## src/rtl/ballot_sender_if.sv

```systemverilog
// Command channel plus voting-FSM drive pins for ballot_sender.
// master = command source / FSM side, slave = ballot_sender.
interface ballot_sender_if;
  logic       cmd_valid;
  logic       cmd_ready;
  logic [1:0] cmd_type;
  logic [3:0] cmd_d1;
  logic [3:0] cmd_d2;
  logic [3:0] digit;
  logic       valid;
  logic       start;
  logic       finish;
  logic       busy;
  logic       session_open;
  logic       cmd_err;
  logic [7:0] votes_sent;

  modport master (
    output cmd_valid, cmd_type, cmd_d1, cmd_d2,
    input  cmd_ready, digit, valid, start, finish, busy, session_open,
           cmd_err, votes_sent
  );

  modport slave (
    input  cmd_valid, cmd_type, cmd_d1, cmd_d2,
    output cmd_ready, digit, valid, start, finish, busy, session_open,
           cmd_err, votes_sent
  );
endinterface

```

## src/rtl/ballot_sender.sv

```systemverilog
// Turns OPEN/VOTE/CLOSE commands into the voting FSM's digit/valid/start/finish pulses.
// Optional macro BALLOT_SENDER_FIFO_EN adds a 2-entry command FIFO ahead of the sequencer.
module ballot_sender #(
  parameter int PULSE_LEN     = 1,
  parameter int GAP_LEN       = 1,
  parameter int FINISH_PULSES = 3
) (
  input  logic           clock,
  input  logic           reset,
  ballot_sender_if.slave bus
);
  typedef enum logic [3:0] {
    IDLE, OPEN_P, OPEN_G, D1_P, D1_G, D2_P, D2_G, CF_P, CF_G, FIN_P, FIN_G
  } state_t;

  localparam logic [1:0] CMD_OPEN  = 2'd1;
  localparam logic [1:0] CMD_VOTE  = 2'd2;
  localparam logic [1:0] CMD_CLOSE = 2'd3;
  localparam logic [7:0] P_LAST    = 8'(PULSE_LEN - 1);
  localparam logic [7:0] G_LAST    = 8'(GAP_LEN - 1);
  localparam logic [2:0] F_LAST    = 3'(FINISH_PULSES - 1);

  state_t     r_state, w_state_nx;
  logic [7:0] r_timer;
  logic [2:0] r_fin_cnt;
  logic [3:0] r_d2;
  logic [3:0] r_digit;
  logic       r_valid, r_start, r_finish, r_busy, r_session_open, r_cmd_err;
  logic [7:0] r_votes;

  logic       w_go, w_reject, w_latch, w_is_pulse, w_timer_done;
  logic [1:0] w_type;
  logic [3:0] w_d1, w_d2;

  function automatic logic [7:0] sat_inc8(input logic [7:0] v);
    return (v == 8'hFF) ? v : v + 8'd1;
  endfunction

`ifdef BALLOT_SENDER_FIFO_EN
  logic [9:0] r_fifo_mem [2];
  logic       r_wp, r_rp;
  logic [1:0] r_cnt;
  logic       w_full, w_push, w_pop;

  assign w_full        = (r_cnt == 2'd2);
  assign w_push        = bus.cmd_valid && !w_full;
  assign w_pop         = w_go;
  assign bus.cmd_ready = !w_full;
  assign w_go          = (r_state == IDLE) && (r_cnt != 2'd0);
  assign {w_type, w_d1, w_d2} = r_fifo_mem[r_rp];

  always_ff @(posedge clock) begin
    if (reset) begin
      r_wp  <= 1'b0;
      r_rp  <= 1'b0;
      r_cnt <= 2'd0;
    end else begin
      if (w_push) r_wp <= ~r_wp;
      if (w_pop)  r_rp <= ~r_rp;
      r_cnt <= r_cnt + {1'b0, w_push} - {1'b0, w_pop};
    end
  end

  always_ff @(posedge clock) begin
    if (w_push) r_fifo_mem[r_wp] <= {bus.cmd_type, bus.cmd_d1, bus.cmd_d2};
  end
`else
  assign bus.cmd_ready = (r_state == IDLE);
  assign w_go          = bus.cmd_valid && (r_state == IDLE);
  assign w_type        = bus.cmd_type;
  assign w_d1          = bus.cmd_d1;
  assign w_d2          = bus.cmd_d2;
`endif

  assign w_is_pulse   = r_state inside {OPEN_P, D1_P, D2_P, CF_P, FIN_P};
  assign w_timer_done = w_is_pulse ? (r_timer == P_LAST) : (r_timer == G_LAST);

  always_comb begin
    w_state_nx = r_state;
    w_reject   = 1'b0;
    w_latch    = 1'b0;
    case (r_state)
      IDLE: begin
        if (w_go) begin
          w_latch = 1'b1;
          case (w_type)
            CMD_OPEN:  if (!r_session_open) w_state_nx = OPEN_P;
                       else                 w_reject   = 1'b1;
            CMD_VOTE:  if (r_session_open && (w_d1 <= 4'd9) && (w_d2 <= 4'd9))
                         w_state_nx = D1_P;
                       else
                         w_reject   = 1'b1;
            CMD_CLOSE: if (r_session_open) w_state_nx = FIN_P;
                       else                w_reject   = 1'b1;
            default:   ;
          endcase
        end
      end
      OPEN_P: if (w_timer_done) w_state_nx = OPEN_G;
      OPEN_G: if (w_timer_done) w_state_nx = IDLE;
      D1_P:   if (w_timer_done) w_state_nx = D1_G;
      D1_G:   if (w_timer_done) w_state_nx = D2_P;
      D2_P:   if (w_timer_done) w_state_nx = D2_G;
      D2_G:   if (w_timer_done) w_state_nx = CF_P;
      CF_P:   if (w_timer_done) w_state_nx = CF_G;
      CF_G:   if (w_timer_done) w_state_nx = IDLE;
      FIN_P:  if (w_timer_done) w_state_nx = FIN_G;
      FIN_G:  if (w_timer_done) w_state_nx = (r_fin_cnt == F_LAST) ? IDLE : FIN_P;
      default: w_state_nx = IDLE;
    endcase
  end

  // Outputs are registered from the next state so pins line up with r_state.
  always_ff @(posedge clock) begin
    if (reset) begin
      r_state        <= IDLE;
      r_timer        <= 8'd0;
      r_fin_cnt      <= 3'd0;
      r_digit        <= 4'd0;
      r_valid        <= 1'b0;
      r_start        <= 1'b0;
      r_finish       <= 1'b0;
      r_busy         <= 1'b0;
      r_session_open <= 1'b0;
      r_cmd_err      <= 1'b0;
      r_votes        <= 8'd0;
    end else begin
      r_state   <= w_state_nx;
      r_timer   <= (w_state_nx != r_state) ? 8'd0 : r_timer + 8'd1;
      r_cmd_err <= w_reject;
      r_valid   <= w_state_nx inside {OPEN_P, D1_P, D2_P, CF_P};
      r_start   <= (w_state_nx == OPEN_P);
      r_finish  <= (w_state_nx == FIN_P);
      r_busy    <= (w_state_nx != IDLE);
      if (r_state == IDLE && w_state_nx == OPEN_P) begin
        r_session_open <= 1'b1;
        r_votes        <= 8'd0;
      end
      if (r_state == D2_G && w_state_nx == CF_P) r_votes <= sat_inc8(r_votes);
      if (r_state == FIN_G && w_state_nx == IDLE) r_session_open <= 1'b0;
      if (r_state == IDLE && w_state_nx == FIN_P) r_fin_cnt <= 3'd0;
      else if (r_state == FIN_G && w_state_nx == FIN_P) r_fin_cnt <= r_fin_cnt + 3'd1;
      if (r_state == IDLE && w_state_nx == D1_P) r_digit <= w_d1;
      else if (r_state == D1_G && w_state_nx == D2_P) r_digit <= r_d2;
    end
  end

  always_ff @(posedge clock) begin
    if (w_latch) r_d2 <= w_d2;
  end

  assign bus.digit        = r_digit;
  assign bus.valid        = r_valid;
  assign bus.start        = r_start;
  assign bus.finish       = r_finish;
  assign bus.busy         = r_busy;
  assign bus.session_open = r_session_open;
  assign bus.cmd_err      = r_cmd_err;
  assign bus.votes_sent   = r_votes;
endmodule

```

## src/flat_wrapper.sv

```systemverilog
// flat-port wrapper written by rule: the top's interface ports become plain ports
module ballot_sender_flat 
#(
  parameter int PULSE_LEN     = 1,
  parameter int GAP_LEN       = 1,
  parameter int FINISH_PULSES = 3
)
  (clock, reset, bus_cmd_valid, bus_cmd_type, bus_cmd_d1, bus_cmd_d2, bus_cmd_ready, bus_digit, bus_valid, bus_start, bus_finish, bus_busy, bus_session_open, bus_cmd_err, bus_votes_sent);
  ballot_sender_if bus_i ();
  input  logic clock;
  input  logic reset;
  input wire logic [$bits(bus_i.cmd_valid)-1:0] bus_cmd_valid;
  input wire logic [$bits(bus_i.cmd_type)-1:0] bus_cmd_type;
  input wire logic [$bits(bus_i.cmd_d1)-1:0] bus_cmd_d1;
  input wire logic [$bits(bus_i.cmd_d2)-1:0] bus_cmd_d2;
  output wire logic [$bits(bus_i.cmd_ready)-1:0] bus_cmd_ready;
  output wire logic [$bits(bus_i.digit)-1:0] bus_digit;
  output wire logic [$bits(bus_i.valid)-1:0] bus_valid;
  output wire logic [$bits(bus_i.start)-1:0] bus_start;
  output wire logic [$bits(bus_i.finish)-1:0] bus_finish;
  output wire logic [$bits(bus_i.busy)-1:0] bus_busy;
  output wire logic [$bits(bus_i.session_open)-1:0] bus_session_open;
  output wire logic [$bits(bus_i.cmd_err)-1:0] bus_cmd_err;
  output wire logic [$bits(bus_i.votes_sent)-1:0] bus_votes_sent;
  assign bus_i.cmd_valid = bus_cmd_valid;
  assign bus_i.cmd_type = bus_cmd_type;
  assign bus_i.cmd_d1 = bus_cmd_d1;
  assign bus_i.cmd_d2 = bus_cmd_d2;
  assign bus_cmd_ready = bus_i.cmd_ready;
  assign bus_digit = bus_i.digit;
  assign bus_valid = bus_i.valid;
  assign bus_start = bus_i.start;
  assign bus_finish = bus_i.finish;
  assign bus_busy = bus_i.busy;
  assign bus_session_open = bus_i.session_open;
  assign bus_cmd_err = bus_i.cmd_err;
  assign bus_votes_sent = bus_i.votes_sent;
  ballot_sender #(.PULSE_LEN(PULSE_LEN), .GAP_LEN(GAP_LEN), .FINISH_PULSES(FINISH_PULSES)) u_core (.clock(clock), .reset(reset), .bus(bus_i));
endmodule
```

## config.mk

```make
export PLATFORM = sky130hd
export DESIGN_NAME = ballot_sender_flat
export DESIGN_NICKNAME = d
export VERILOG_FILES = /design/src/rtl/ballot_sender_if.sv /design/src/rtl/ballot_sender.sv /design/src/flat_wrapper.sv
export SDC_FILE = /design/constraint.sdc
export NUM_CORES = 1
export LEC_CHECK = 0
export CORE_AREA = 2 2 85 87
export DETAILED_ROUTE_END_ITERATION = 16
export DIE_AREA = 0 0 87 89
export PLACE_DENSITY = 0.56
export SLEW_MARGIN = 0
export SYNTH_ARGS = -nofsm -noshare
export SYNTH_HDL_FRONTEND = slang
export SYNTH_SLANG_ARGS = --single-unit
```

## constraint.sdc

```tcl
create_clock -name clock -period 2.3 [get_ports clock]
set_input_delay 0.46 -clock clock [delete_from_list [all_inputs] [get_ports clock]]
set_output_delay 0.46 -clock clock [all_outputs]
set_load 0.05 [all_outputs]
```

# Word level (Yosys, flattened, before mapping)

Index checks and enable logic that the tools add are counted.

Eq/ne operators: 22
Add/sub/neg operators: 3
Mux-type cells: 27
Reduce and logical (&&, ||, !) cells: 23
Bitwise operators: 2
Order comparisons: 2

Operator list:

| kind                                                   | number |
|---|---|
| two-way mux 4 bit                                      | 16 |
| one-hot mux 4 bit (10 select lines)                    | 1 |
| == test 4 x 3 -> 1 bit (second input constant)         | 6 |
| two-way mux 8 bit                                      | 3 |
| adder 8 x 1 -> 8 bit (second input constant)           | 2 |
| == test 4 bit (second input constant)                  | 4 |
| == test 4 x 2 -> 1 bit (second input constant)         | 3 |
| one-hot mux 4 bit (3 select lines)                     | 1 |
| logical AND 1 bit                                      | 10 |
| == test 4 x 1 -> 1 bit (second input constant)         | 2 |
| == test 8 bit (second input constant)                  | 1 |
| less-or-equal comparator 4 bit (second input constant) | 2 |
| zero test 4 bit                                        | 2 |
| zero test 8 bit                                        | 1 |
| nonzero test 4 bit                                     | 2 |
| OR reduction 2 bit                                     | 4 |
| two-way mux 1 bit                                      | 5 |
| == test 2 bit (second input constant)                  | 2 |
| != test 4 bit                                          | 1 |
| nonzero test 2 bit                                     | 2 |
| adder 3 x 1 -> 3 bit (second input constant)           | 1 |
| == test 3 x 2 -> 1 bit (second input constant)         | 1 |
| one-hot mux 1 bit (3 select lines)                     | 1 |
| OR reduction 3 bit                                     | 1 |
| 4 further kinds                                        | 5 |

Logic and storage cells: 91
Register bits: 37
Output and inout bits: 19

# Logic depth before layout (Yosys ltp)

Gate-level depths: netlist of the first run.

Depth in word-level cells: 11
Depth in mapped cells: 9
Depth with buffers taken out: 8

# Worst setup path after synthesis of the first run

No wires, ideal clock.

Path type: register to register
Start: register u_core.r_state[1]
End: register u_core.r_votes[3] (netlist: u_core.bus.votes_sent[3])
Path buffers: 1
Cell stages (with the launch flop): 8
Path slack: -0.335 ns
Data required time: 2.226 ns
Data arrival time: 2.561 ns
Library setup time: 0.074 ns
Period minus slack after synthesis: 2.635 ns
Path through: dfxtp_1 buf_6 nor4_4 nand2_2 a2111oi_4 nor3_2 or4_1 a31oi_1

Longest elaborated chain between the ends: 8

RTL lines:

| what                                                                        | RTL line                                   | RTL |
|---|---|---|
| from (decl)                                                                 | ballot_sender.sv:23                        | `state_t r_state, w_state_nx;` |
| from (signal assigned)                                                      | ballot_sender.sv:128                       | `r_state <= w_state_nx;` |
| zero test 4 bit *                                                           | n/a                                        |  |
| named net bus_cmd_ready                                                     | flat_wrapper.sv:16                         | `output wire logic [$bits(bus_i.cmd_ready)-1:0] bus_cmd_ready;` |
| logical AND 1 bit                                                           | ballot_sender.sv:69                        | `assign w_go = bus.cmd_valid && (r_state == IDLE);` |
| two-way mux 4 bit                                                           | ballot_sender.sv:84                        | `if (w_go) begin` |
| one-hot mux 4 bit (10 select lines)                                         | ballot_sender.sv:82                        | `case (r_state)` |
| == test 4 x 3 -> 1 bit / == test 4 x 1 -> 1 bit (equally long branches)     | ballot_sender.sv:139, ballot_sender.sv:135 |  |
| logical AND 1 bit, on equally long branches                                 | ballot_sender.sv:139, ballot_sender.sv:135 |  |
| != test 2 bit (no source line) / nonzero test 2 bit (equally long branches) | n/a                                        |  |
| AND reduction 2 bit (no source line)                                        | n/a                                        |  |
| to (signal assigned)                                                        | ballot_sender.sv:139                       | `if (r_state == D2_G && w_state_nx == CF_P) r_votes <= sat_inc8(r_votes);` |
| to (decl)                                                                   | ballot_sender.sv:29                        | `logic [7:0] r_votes;` |

The timed path passes the listed nets; every way through them passes the cells marked *.
A chain may end at the register's enable or synchronous reset.

# Worst setup path in the final report of the first run

Start: input bus_cmd_d1[1]
End: register u_core.r_votes[0] (netlist: u_core.bus.votes_sent[0])

Longest elaborated chain between the ends: 11

RTL lines:

| what                                                                        | RTL line                                   | RTL |
|---|---|---|
| from (decl)                                                                 | flat_wrapper.sv:14                         | `input wire logic [$bits(bus_i.cmd_d1)-1:0] bus_cmd_d1;` |
| less-or-equal comparator 4 bit *                                            | ballot_sender.sv:89                        | `CMD_VOTE: if (r_session_open && (w_d1 <= 4'd9) && (w_d2 <= 4'd9))` |
| logical AND 1 bit * (2 in a row)                                            | ballot_sender.sv:89                        |  |
| two-way mux 4 bit *                                                         | ballot_sender.sv:89                        |  |
| one-hot mux 4 bit (3 select lines) *                                        | ballot_sender.sv:86                        | `case (w_type)` |
| two-way mux 4 bit *                                                         | ballot_sender.sv:84                        |  |
| one-hot mux 4 bit (10 select lines) *                                       | ballot_sender.sv:82                        |  |
| == test 4 x 3 -> 1 bit / == test 4 x 1 -> 1 bit (equally long branches)     | ballot_sender.sv:139, ballot_sender.sv:135 |  |
| logical AND 1 bit, on equally long branches                                 | ballot_sender.sv:139, ballot_sender.sv:135 |  |
| != test 2 bit (no source line) / nonzero test 2 bit (equally long branches) | n/a                                        |  |
| AND reduction 2 bit (no source line)                                        | n/a                                        |  |

Mark *: on every way between the ends. The rest lies on a longest branch, timed or not.

==> results.cfg, run 1 <==
[global_routing]
grt_overflow = 0
grt_pass1_wl_um = 8290
grt.met2_usage_pct = 21.6
top_usage_layer = met2
grt_usage_pct = 13.6
met1_usage_pct = 18.2
antenna_found_initial = 0
use_met3_pct = 3.51
grt_pass1_vias = 1738
grt_max_degree = 23

[finish]
final_util_pct = 40.6
drive_gt1_share_pct = 21.8
antenna_cells = 0
fillCellCount = 666
nets = 297
area_growth_pct = 41.3

[setup_path]
cp.arrival_ns = 2.42
cp.required_ns = 2.52
path_cells = clkdlybuf4s50_1 -> o21ai_2 -> a21oi_2 -> a2111oi_4 -> nor3_4 -> buf_4 -> or3_1 -> a21oi_1
reg2reg_to = u_core.bus.votes_sent[0]
r2r-start = u_core.r_state[0]
path_max_fanout = 8
crit_slowest_cell = a2111oi_4
start_kind = primary input
max_stage_delay_ns = 0.45
setup.worst_path.class = in2reg
worstSetupEndpointType = flop
ff2ff_path_depth = 7
r2r_setup_slack_ns = 0.10

[detailed_routing]
first_iter_violations = 92
antenna_left = 0
dr.pass1.iters = 4
routed_wl_um = 4880
vias = 1864
wl_per_cell_um = 13.6
viasPerCell = 5.18
drt_drc_violations_left = 0

[cts]
root_buffer = clkbuf_8
htreeDepth = 2
clkLatencyLatePin_ns = 0.28
cts.clk_slew.worst_paths_ns = 0.08
cts_hold_buf = 0
cts_buffers = 5
cts_tree = built
cts_sinks = 37
clock_path_buffers = 2

[placed_design]
portBuffers = 31
dp_hpwl_um = 3650
finalWeightedCongestion = 0.808
pre_cts_slack_ns = -0.358

[timing]
drv_slew = 0
max_freq_mhz = 453
tightest_slew_ns = 0.503
setup_viol = 0
clock-skew-final_ns = 0.00615
min_period_ns = 2.21
hold_viol = 0
period_share_pct = 96.0
slew_headroom_pct = 66.1
tns_ns = 0
fin_ws_ns = 0.0909

[synthesis]
synthArstFlopShare_pct = 0
synth.net_count = 237
netlist_top_cells_count = dfxtp_1 (33), nor2_1 (24), a21oi_1 (16)
seq_area_frac_synth_pct = 40.5
yosysTopAreaCell = dfxtp_1
synth-simple-area-share_pct = 28.9
synth_cell_types = 55
synth_compound_area_share_pct = 19.4
syn-mean-instance-area_um2 = 8.80
yosys.area.top_type_share_pct = 34.3
synth_edf_count = 4
synth_seq_cells = 37
synth-warning-count = 0
syn_area_um2 = 1930
synth_flop_cell = dfxtp_1
synth_cells = 219
synthMostInstantiatedCell = dfxtp_1
synth-xor-area-share_pct = 4.09
synth_top_family_by_area = simple AND/OR/NAND/NOR gates
yosys-top-cells-area = dfxtp_1 (34%), edfxtp_1 (6.2%), nor2_1 (4.7%)
synthAdderAreaFrac_pct = 3.24
synth_mux_area_share_pct = 0

[floorplan]
dieWidth_um = 87
rows = 30
design.core.area_um2 = 6720
start_util_pct = 28.7
die_y_um = 89
io_pins = 32
die-area_um2 = 7740

[outcome]
status = finished clean

[min_path]
min_from = u_core.bus.digit[0]
whs_endpoint = u_core.bus.digit[0]
hp-class = reg2reg
min_path_cells = 2

[job]
maxCapViolations = 0

[pwr]
power.leakage_uw = 0.00103
vdd.ir_drop.worst_mv = 0.409
p_per_area_nw_per_um2 = 557
area by class of cell:
class	instances	area, um2	share of cell area (%)
clock buffers	8	111	4.09
repair buffers	61	548	20.1
multi-input cells	166	1150	42.2
inverters	8	30.0	1.10
well taps	80	100	3.67
flip-flops and latches	37	786	28.8
flip-flops by register name, indices dropped and copies added (netlist names):
register	count
u_core.bus.busy	1
u_core.bus.cmd_err	1
u_core.bus.digit	4
u_core.bus.finish	1
u_core.bus.session_open	1
u_core.bus.start	1
u_core.bus.valid	1
u_core.bus.votes_sent	8
u_core.r_d2	4
u_core.r_fin_cnt	3
u_core.r_state	4
u_core.r_timer	8
layout by cell type, fill, tap and decap left out, drive strengths merged, types with 5 or more instances in the layout:
master / instances
inv: 8
nor4: 5
clkdlybuf4s50: 29
a21oi: 16
nand2b: 5
xnor2: 5
nor3: 7
clkbuf: 8
ha: 5
nand3: 14
and3: 7
buf: 31
nand2: 12
o21ai: 11
nor2: 24
a31oi: 5
dfxtp: 33
kinds of logic (layout without fill, tap and decap cells):
logic type / Yosys count / in the layout
AND/OR/NAND/NOR: 97 / 97
AO/OA/AOI/OAI: 55 / 55
flip-flops: 37 / 37
buffers and inverters: 16 / 77
XOR/XNOR: 9 / 9
adder cells (fa/ha/maj): 5 / 5
routing by layer:
metal | vias up | part of all wire (%)
met1 | 886 | 49
met3 | 6 | 4.9
met2 | 43 | 45
li1 | 929 | -
met4 | 0 | 1.3
met5 | - | 0
critical path, delay by kind of cell:
| kind | cells | cell delay, ns |
|---|---|---|
| AND/OR/NAND/NOR | 2 | 0.45 |
| AO/OA/AOI/OAI | 4 | 0.90 |
| buffers and inverters | 2 | 0.61 |
through the flow:
step           power, uW  area (um2)  hold slack (ns)  cells
3_3_place_gp         968        2530            0.454    351
2_1_floorplan        847        1950            0.426    219
6_report            1520        2730            0.466    360
3_5_place_dp         968        2530            0.463    351
4_1_cts             1530        2670            0.474    359
5_1_grt             1600        2730            0.504    360
what timing repair did:
action,4_1_cts,5_1_grt
pin swaps,2,4
gates resized for setup,5,14
buffers inserted,0,1
setup endpoints to repair,6,14
worst max path at each step:
stage                      start                       end  slack (ns)  cells past startpoint
2_1_floorplan  u_core.r_state[2]  u_core.bus.votes_sent[6]       -0.08                      6
3_3_place_gp       bus_cmd_d1[1]           u_core.bus.busy       -0.29                      8
3_5_place_dp       bus_cmd_d1[1]   u_core.bus.session_open       -0.36                      7
4_1_cts        u_core.r_state[0]  u_core.bus.votes_sent[0]        0.02                      7
5_1_grt        u_core.r_timer[0]  u_core.bus.votes_sent[2]      -0.004                     10
6_report           bus_cmd_d1[1]  u_core.bus.votes_sent[0]        0.09                      8
report_power, final:
part / internal, uW / switching, uW / total [uW]
clock network: 310 / 228 / 538
logic: 142 / 149 / 291
registers: 672 / 16.1 / 688
No activity file was read; power rests on OpenSTA's default activity.
==> run 2: changes to the inputs <==
--- a/config.mk
+++ b/config.mk
@@ -5,6 +5,7 @@
 export SDC_FILE = /design/constraint.sdc
 export NUM_CORES = 1
 export LEC_CHECK = 0
+export CAP_MARGIN = 20
 export CORE_AREA = 2 2 85 87
 export DETAILED_ROUTE_END_ITERATION = 16
 export DIE_AREA = 0 0 87 89
==> results of run 2 <==
Same layout as run 1: the final DEF is identical, and so are final timing and power.
